**config.mk**
```make
export PLATFORM = sky130hd
export DESIGN_NAME = reel_stop_ctrl
export DESIGN_NICKNAME = d
export VERILOG_FILES = /design/src/rtl/reel_stop_ctrl.sv
export SDC_FILE = /design/constraint.sdc
export NUM_CORES = 1
export LEC_CHECK = 0
export ABC_CLOCK_PERIOD_IN_PS = 2700
export BUFFER_PORTS_ARGS = -buffer_cell sky130_fd_sc_hd__buf_2
export CORE_MARGIN = 2
export CORE_UTILIZATION = 50
export CTS_CLUSTER_DIAMETER = 30
export DETAILED_ROUTE_END_ITERATION = 8
export PLACE_DENSITY = 0.66
export SYNTH_ARGS = -nofsm -noshare
export SYNTH_HDL_FRONTEND = slang
export SYNTH_SLANG_ARGS = --single-unit
```
**constraint.sdc**
```tcl
create_clock -name clk -period 2.7 [get_ports clk]
set_clock_uncertainty 0.05 [all_clocks]
set_input_delay 0.675 -clock clk [delete_from_list [all_inputs] [get_ports clk]]
set_output_delay 0.675 -clock clk [all_outputs]
set_load 0.05 [all_outputs]
```
**src/rtl/reel_stop_ctrl.sv**
```systemverilog
// Stop-key debouncer and round FSM that drives the reel freeze inputs (SW1..SW3) of the reel stage.
// Optional macro ANY_ORDER_EN: when defined, reels may be frozen in any order instead of left-to-right.
module reel_stop_ctrl #(
  parameter int DEB_CYCLES      = 500000,
  parameter int MIN_SPIN_CYCLES = 25000000
) (
  input  logic       clk,
  input  logic       rst,
  input  logic [2:0] key_n,
  input  logic       start_n,
  output logic [2:0] stop,
  output logic [1:0] stopped_cnt,
  output logic       all_stopped,
  output logic       round_start,
  output logic       press_ign
);

  localparam int CW = (DEB_CYCLES > 2) ? $clog2(DEB_CYCLES) : 1;
  localparam int TW = (MIN_SPIN_CYCLES > 1) ? $clog2(MIN_SPIN_CYCLES + 1) : 1;

  typedef enum logic [1:0] {SPIN, STOPPING, DONE} state_t;

  logic [3:0] raw;
  logic [3:0] press;

  assign raw = {start_n, key_n};

  // Index 3 is the start key; indices 0..2 are the reel stop keys.
  for (genvar gi = 0; gi < 4; gi++) begin : g_key
    logic          sync1_reg;
    logic          sync2_reg;
    logic          deb_reg;
    logic          deb_prev_reg;
    logic          press_reg;
    logic [CW-1:0] cnt_reg;

    always_ff @(posedge clk or negedge rst) begin
      if (!rst) begin
        sync1_reg    <= 1'b1;
        sync2_reg    <= 1'b1;
        deb_reg      <= 1'b1;
        deb_prev_reg <= 1'b1;
        press_reg    <= 1'b0;
        cnt_reg      <= '0;
      end else begin
        sync1_reg    <= raw[gi];
        sync2_reg    <= sync1_reg;
        deb_prev_reg <= deb_reg;
        press_reg    <= deb_prev_reg & ~deb_reg;
        if (sync2_reg == deb_reg) begin
          cnt_reg <= '0;
        end else if (cnt_reg == CW'(DEB_CYCLES - 1)) begin
          deb_reg <= sync2_reg;
          cnt_reg <= '0;
        end else begin
          cnt_reg <= cnt_reg + 1'b1;
        end
      end
    end

    assign press[gi] = press_reg;
  end

  state_t        state_reg, state_next;
  logic [2:0]    stop_reg, stop_next;
  logic [1:0]    cnt_reg, cnt_next;
  logic [TW-1:0] timer_reg, timer_next;
  logic          round_start_reg, round_start_next;
  logic          press_ign_reg, press_ign_next;

  logic [2:0] stop_press;
  logic       start_press;
  logic       multi;
  logic [1:0] sel;
  logic       timer_sat;
  logic       order_ok;
  logic       accept;

  assign stop_press  = press[2:0];
  assign start_press = press[3];
  assign multi       = (stop_press & (stop_press - 3'd1)) != 3'd0;
  assign sel         = stop_press[0] ? 2'd0 : (stop_press[1] ? 2'd1 : 2'd2);
  assign timer_sat   = (timer_reg == TW'(MIN_SPIN_CYCLES));
`ifdef ANY_ORDER_EN
  assign order_ok    = 1'b1;
`else
  assign order_ok    = (sel == cnt_reg);
`endif
  assign accept      = timer_sat && !stop_reg[sel] && order_ok;

  always_ff @(posedge clk or negedge rst) begin
    if (!rst) begin
      state_reg       <= SPIN;
      stop_reg        <= 3'b000;
      cnt_reg         <= 2'd0;
      timer_reg       <= '0;
      round_start_reg <= 1'b0;
      press_ign_reg   <= 1'b0;
    end else begin
      state_reg       <= state_next;
      stop_reg        <= stop_next;
      cnt_reg         <= cnt_next;
      timer_reg       <= timer_next;
      round_start_reg <= round_start_next;
      press_ign_reg   <= press_ign_next;
    end
  end

  always_comb begin
    state_next       = state_reg;
    stop_next        = stop_reg;
    cnt_next         = cnt_reg;
    timer_next       = timer_sat ? timer_reg : timer_reg + 1'b1;
    round_start_next = 1'b0;
    press_ign_next   = 1'b0;
    case (state_reg)
      SPIN, STOPPING: begin
        // Only the lowest pressed key is evaluated; any extra keys cost one press_ign.
        if (stop_press != 3'b000) begin
          if (accept) begin
            stop_next[sel] = 1'b1;
            cnt_next       = cnt_reg + 2'd1;
            state_next     = (stop_next == 3'b111) ? DONE : STOPPING;
          end
          press_ign_next = !accept || multi;
        end
      end
      DONE: begin
        if (start_press) begin
          state_next       = SPIN;
          stop_next        = 3'b000;
          cnt_next         = 2'd0;
          timer_next       = '0;
          round_start_next = 1'b1;
        end else if (stop_press != 3'b000) begin
          press_ign_next = 1'b1;
        end
      end
      default: state_next = SPIN;
    endcase
  end

  assign stop        = stop_reg;
  assign stopped_cnt = cnt_reg;
  assign all_stopped = (state_reg == DONE);
  assign round_start = round_start_reg;
  assign press_ign   = press_ign_reg;

endmodule

```
==> impl_metrics.csv, run 1 <==
group,metric,value,unit
floorplanning,die_h,117,µm
route,wl_per_cell,14.5,µm
floorplanning,core,0.0126,mm²
logic_synthesis,synth_top_family_by_area,"simple AND/OR/NAND/NOR gates",
pwr,p_per_area,600,mW/mm²
logic_synthesis,synth-async-reset-ratio,100,%
route,wl,12.3,mm
floorplanning,die-area,0.0137,mm²
clock_network,cts_tree,"yes",
logic_synthesis,ys_top_cells_by_area,"dfrtp_1 45%, dfstp_2 6.6%, xnor2_1 5.1%, nor2_1 4.2%, xor2_1 3.1%",
logic_synthesis,synthMuxAreaShare,1.33,%
floorplanning,io_pins,14,
logic_synthesis,netlist_instances,635,
critical_path,critical-path-max-stage-delay,0.57,ns
critical_path,worst-path-buf-inv,0,
logic_synthesis,yosysMostFrequentCell,"dfrtp_1",
critical_path,rr_startpoint,"g_key[0].cnt_reg[12]",
flow_run,drv_cap,0,
logic_synthesis,synthesis.nets,647,
clock_network,post_cts_buffers,0,
logic_synthesis,syn_avg_cell_area,10.1,µm²
cells_and_area,largest_reg_flops,76,
floorplanning,die_w,117,µm
logic_synthesis,synthSimpleGateAreaFrac,26.9,%
logic_synthesis,syn_area,0.00640,mm²
logic_synthesis,synth-seq-area-share,51.2,%
place,port-buffer-count,13,
route,drc,0,
logic_synthesis,synth-seq-cells,130,
sta,fin_crit_sh,83.0,%
clock_network,clk_latency,0.41,ns
logic_synthesis,yosysUniqueCellTypes,59,
clock_network,cts_num_sinks,130,
clock_network,cts_made_buffers,17,
critical_path,crit_start,"g_key[0].cnt_reg[12]",
sta,tns,0,ns
cells_and_area,fin_nets,670,
place,hpwl,8.38,mm
cells_and_area,fillCellCount,1082,
cells_and_area,antennaDiodeCount,0,
critical_path,required,2.93,ns
floorplanning,initial_utilization,50.9,%
logic_synthesis,synth.top_cells.by_count,"114 x dfrtp_1, 72 x nor2_1, 49 x nand2_1",
hold_path,min_path_type,"in2async",
clock_network,cts.hold.buffers_added,0,
route,dr.pass1.iters,4,
cells_and_area,drive_above_1_share,13.6,%
clock_network,cts_htree_levels,4,
cells_and_area,instances_no_fill,843,
pwr,leakage,2.87,nW
logic_synthesis,synth_edf_count,0,
logic_synthesis,ys.flop_type,"dfrtp_1",
critical_path,cp_slowest_cell,"or4_4",
place,gp_congestion,0.797,
sta,hold_violations,0,
sta,max_freq,0.446,GHz
logic_synthesis,synth_compound_area_share,8.53,%
sta,setup_viol,0,
global_route,antenna_found_initial,0,
logic_synthesis,synth_fa_ha_area_share,1.33,%
clock_network,cts-root-buf,"clkbuf_16",
logic_synthesis,synth_xor_area_share,8.21,%
global_route,grt_max_degree,42,
global_route,grt_pass1_wl,21.8,mm
global_route,grt_pass1_vias,4692,
sta,holdWs,0.207,ns
sta,slew_viol_final,0,
route,vias_per_cell,5.59,
clock_network,clk_pin_slew_worst_paths,0.05,ns
critical_path,crit_type,"reg2reg",
cells_and_area,area_growth,13.3,%
global_route,grt_overflow,0,
logic_synthesis,yosysWarnings,0,
critical_path,end_kind,"register",
sta,worst_slew_pin_slew,0.804,ns
sta,relSlewSlack,45.9,%
clock_network,cts_buffer_depth,2,
sta,post-route-min-period,2.24,ns
route,first_iter_violations,304,
critical_path,crit_arrival,2.47,ns
critical_path,cp_max_fo,19,
pwr,peakVddDrop,0.411,mV
status,status,"finished clean",
critical_path,critPathTopFamily,"simple AND/OR/NAND/NOR gates",
route,final_antenna_net_count,0,
logic_synthesis,synth_top_area_share,44.6,%
critical_path,critPathLaunchType,"register",
route,vias,4711,
place,placed_cells,811,
critical_path,path_cells,"or4_1 > or4_4 > o21ai_4 > nor2_1",
logic_synthesis,synth_top_area_cell,"dfrtp_1",
clock_network,ctsResizeCount,0,
floorplanning,num_rows,41,
global_route,grtUsageTotal,20.2,%
sta,rsz0062_at_grt,"no",
-- where the power goes --
| part | internal (mW) | total [mW] | switching, mW |
|---|---|---|---|
| Sequential | 1.98 | 2.00 | 0.0190 |
| Clock | 1.44 | 2.25 | 0.807 |
| Combinational | 0.0300 | 0.105 | 0.0750 |
| Total | 3.45 | 4.35 | 0.901 |
-- layer usage --
layer	vias to the layer above	global-route usage, %	share of wire, %
met5	-	0	0
met4	0	6.67	1.1
met3	12	5.97	3.5
met2	49	31.4	47
met1	2302	27.3	48
li1	2348	-	-
-- cell families after synthesis --
family / after synthesis
buffers and inverters: 35
adder cells (fa/ha/maj): 7
XOR/XNOR: 60
flip-flops: 130
AND/OR/NAND/NOR: 307
multiplexers: 8
AO/OA/AOI/OAI: 88
-- stage by stage --
stage	setup slack, ns	power, mW	cell area, µm²	utilization (%)
detailed placement	0.443	2.14	6670	53.1
global placement	0.504	2.13	6670	53.1
global route	0.336	4.51	7250	57.7
finish	0.460	4.35	7250	57.7
CTS	0.443	4.40	7250	57.7
floorplan	0.514	2.07	6400	-
-- cell type report --
type                       instances  area, µm²  area share, %
tap                              172        215           2.97
multi-input combinational        470       2960           40.9
clock buffer                      22        444           6.12
timing repair buffer              21        153           2.10
inverter                          18       67.6          0.932
clock inverter                    10        135           1.86
sequential                       130       3270           45.1
-- worst reg2reg max path: stages, from the launching register on --
cell and delay, ns:
dfrtp_1 0.44, or4_1 0.53, or4_4 0.57, o21ai_4 0.41
nor2_1 0.11
-- final timing paths --
kind                                    endpoint  slack [ns]  depth (start not counted)
max in group asynchronous  g_key[2].deb_prev_reg        1.67                          2
setup / recovery            g_key[0].cnt_reg[12]        0.46                          4
hold reg to reg               g_key[3].sync2_reg        0.30                          0
min in group clk              g_key[3].sync2_reg        0.30                          0
hold / removal                     timer_reg[10]        0.21                          1
setup reg to reg            g_key[0].cnt_reg[12]        0.46                          4
-- layout by cell type (no fill, tap or decap), drive strengths merged, types with 14 or more instances in the layout --
cell type,synthesis,routed
clkbuf,9,22
buf,8,21
nor3,16,16
a21oi,34,34
nand2,49,49
o31ai,14,14
inv,17,17
dfstp,16,16
nor4,14,14
or4,22,22
nor2,72,72
dfrtp,114,114
or3,23,23
nand4,20,20
nand3,36,36
xor2,23,23
xnor2,37,37
o21ai,28,28
No activity file was read; power rests on OpenSTA's default activity.
==> run 2, diff against run 1 <==
--- a/config.mk
+++ b/config.mk
@@ -5,7 +5,7 @@
 export SDC_FILE = /design/constraint.sdc
 export NUM_CORES = 1
 export LEC_CHECK = 0
-export ABC_CLOCK_PERIOD_IN_PS = 2700
+export ABC_CLOCK_PERIOD_IN_PS = 2100
 export BUFFER_PORTS_ARGS = -buffer_cell sky130_fd_sc_hd__buf_2
 export CORE_MARGIN = 2
 export CORE_UTILIZATION = 50
==> constraint.sdc (replaced) <==
create_clock -name clk -period 2.1 [get_ports clk]
set_clock_uncertainty 0.05 [all_clocks]
set_input_delay 0.525 -clock clk [delete_from_list [all_inputs] [get_ports clk]]
set_output_delay 0.525 -clock clk [all_outputs]
set_load 0.05 [all_outputs]
==> impl_metrics.csv, run 2 (synthesized netlist as in run 1, its figures left out) <==
group,metric,value,unit
status,status,"finished clean",
global_route,grtUsageTotal,19.6,%
global_route,grt_max_degree,92,
clock_network,cts-root-buf,"clkbuf_16",
cells_and_area,most-common-layout-cells,"112 x dfrtp_1, 71 x nor2_1, 49 x nand2_1",
pwr,leakage,3.04,nW
clock_network,cts_htree_levels,4,
clock_network,clk_latency,0.42,ns
global_route,grt_overflow,0,
critical_path,critPathLaunchType,"register",
sta,worst_slew_pin_slew,0.492,ns
floorplanning,core,0.0126,mm²
critical_path,cp_max_fo,2,
route,first_iter_violations,367,
global_route,grt_pass1_wl,21.2,mm
floorplanning,num_rows,41,
floorplanning,initial_utilization,50.9,%
critical_path,crit_arrival,2.36,ns
route,wl,12.9,mm
sta,tns,0,ns
clock_network,clk_pin_slew_worst_paths,0.05,ns
route,vias,4953,
pwr,p_per_area,751,mW/mm²
floorplanning,die-area,0.0137,mm²
hold_path,min_path_type,"in2async",
route,drc,0,
clock_network,cts_buffer_depth,2,
sta,relSlewSlack,67.2,%
place,placed_cells,835,
clock_network,cts_num_sinks,130,
sta,slew_viol_final,0,
floorplanning,die_h,117,µm
cells_and_area,fillCellCount,1033,
global_route,grt_pass1_vias,4550,
sta,setup_viol,0,
cells_and_area,antennaDiodeCount,0,
route,wl_per_cell,14.8,µm
place,hpwl,8.29,mm
floorplanning,io_pins,14,
cells_and_area,area_growth,18.1,%
cells_and_area,drive_above_1_share,18.5,%
cells_and_area,mostFrequentLayoutCell,"dfrtp_1",
sta,rsz0062_at_grt,"yes",
route,final_antenna_net_count,0,
floorplanning,die_w,117,µm
critical_path,required,2.40,ns
sta,holdWs,0.0231,ns
sta,fin_crit_sh,98.2,%
cells_and_area,largest_reg_flops,76,
global_route,antenna_found_initial,0,
sta,max_freq,0.485,GHz
sta,post-route-min-period,2.06,ns
pwr,peakVddDrop,0.533,mV
sta,hold_violations,0,
cells_and_area,fin_nets,698,
clock_network,cts.hold.buffers_added,0,
cells_and_area,instances_no_fill,871,
flow_run,drv_cap,0,
place,gp_congestion,0.850,
critical_path,end_kind,"register",
place,port-buffer-count,13,
route,vias_per_cell,5.69,
route,dr.pass1.iters,4,
clock_network,cts_tree,"yes",
pwr,power,5.67,mW
critical_path,crit_type,"reg2reg",
clock_network,cts_made_buffers,17,
[run 2: cell count changes in the layout (fill, tap and decap cells not counted), moves of 2 or more]
cell,before,now
buf_12,2,4
buf_4,7,31
clkbuf_1,5,3
clkbuf_8,0,2
dfrtp_1,114,112
dfrtp_2,0,2
nor4_1,14,12
[run 2: worst paths after layout]
check / from / endpoint / cells past startpoint / slack [ns]
worst max-delay path: g_key[0].cnt_reg[11] / g_key[0].deb_reg / 4 / 0.04
worst min-delay path: rst / round_start / 2 / 0.02
worst max register to register: g_key[0].cnt_reg[11] / g_key[0].deb_reg / 4 / 0.04
worst min register to register: g_key[3].sync1_reg / g_key[3].sync2_reg / 0 / 0.30
max in group asynchronous: rst / g_key[1].deb_prev_reg / 2 / 1.48
min in group clk: key_n[0] / g_key[0].sync1_reg / 1 / 0.15
[run 2: area by class of cell]
type | count | area (µm²) | share of cell area [%]
Clock buffer | 22 | 464 | 6.14
Clock inverter | 10 | 133 | 1.75
Inverter | 18 | 67.6 | 0.894
Multi-Input combinational cell | 471 | 3020 | 40.0
Sequential cell | 130 | 3280 | 43.3
Tap cell | 172 | 215 | 2.85
Timing Repair Buffer | 48 | 378 | 5.00
[run 2: what timing repair did]
action | in CTS | in global routing
endpoints found under the setup margin | 17 | 19
setup buffers | 0 | 3
pin swaps | 1 | 3
hold endpoints to repair | 0 | 0
resized for setup | 2 | 9
cloned | 0 | 1
[run 2: routing by layer]
metal / up-vias / GRT usage, % / routed length, µm
li1: 2408 / - / -
met1: 2436 / 25.7 / 6100
met2: 88 / 30.7 / 6060
met3: 21 / 5.10 / 417
met4: 0 / 9.33 / 275
met5: - / 0 / 0
[run 2: worst max-delay path, stage by stage, from the launching register on]
cell     delay, ns
dfrtp_1       0.38
or4_1         0.52
or4_4         0.57
nor2_1        0.13
mux2_2        0.34
[run 2: stage by stage]
step | utilization [%] | cell area [µm²] | setup slack, ns
6_report | 60.1 | 7560 | 0.0388
5_1_grt | 60.1 | 7560 | -0.000104
3_3_place_gp | 54.7 | 6880 | 0.0339
2_1_floorplan | - | 6400 | 0.0347
3_5_place_dp | 54.7 | 6880 | -0.0597
4_1_cts | 59.6 | 7490 | 0.0134
[run 2: report_power, final]
part	internal, mW	switching [mW]
Clock	1.92	1.05
Combinational	0.0466	0.0972
Sequential	2.54	0.0245
Total	4.50	1.17
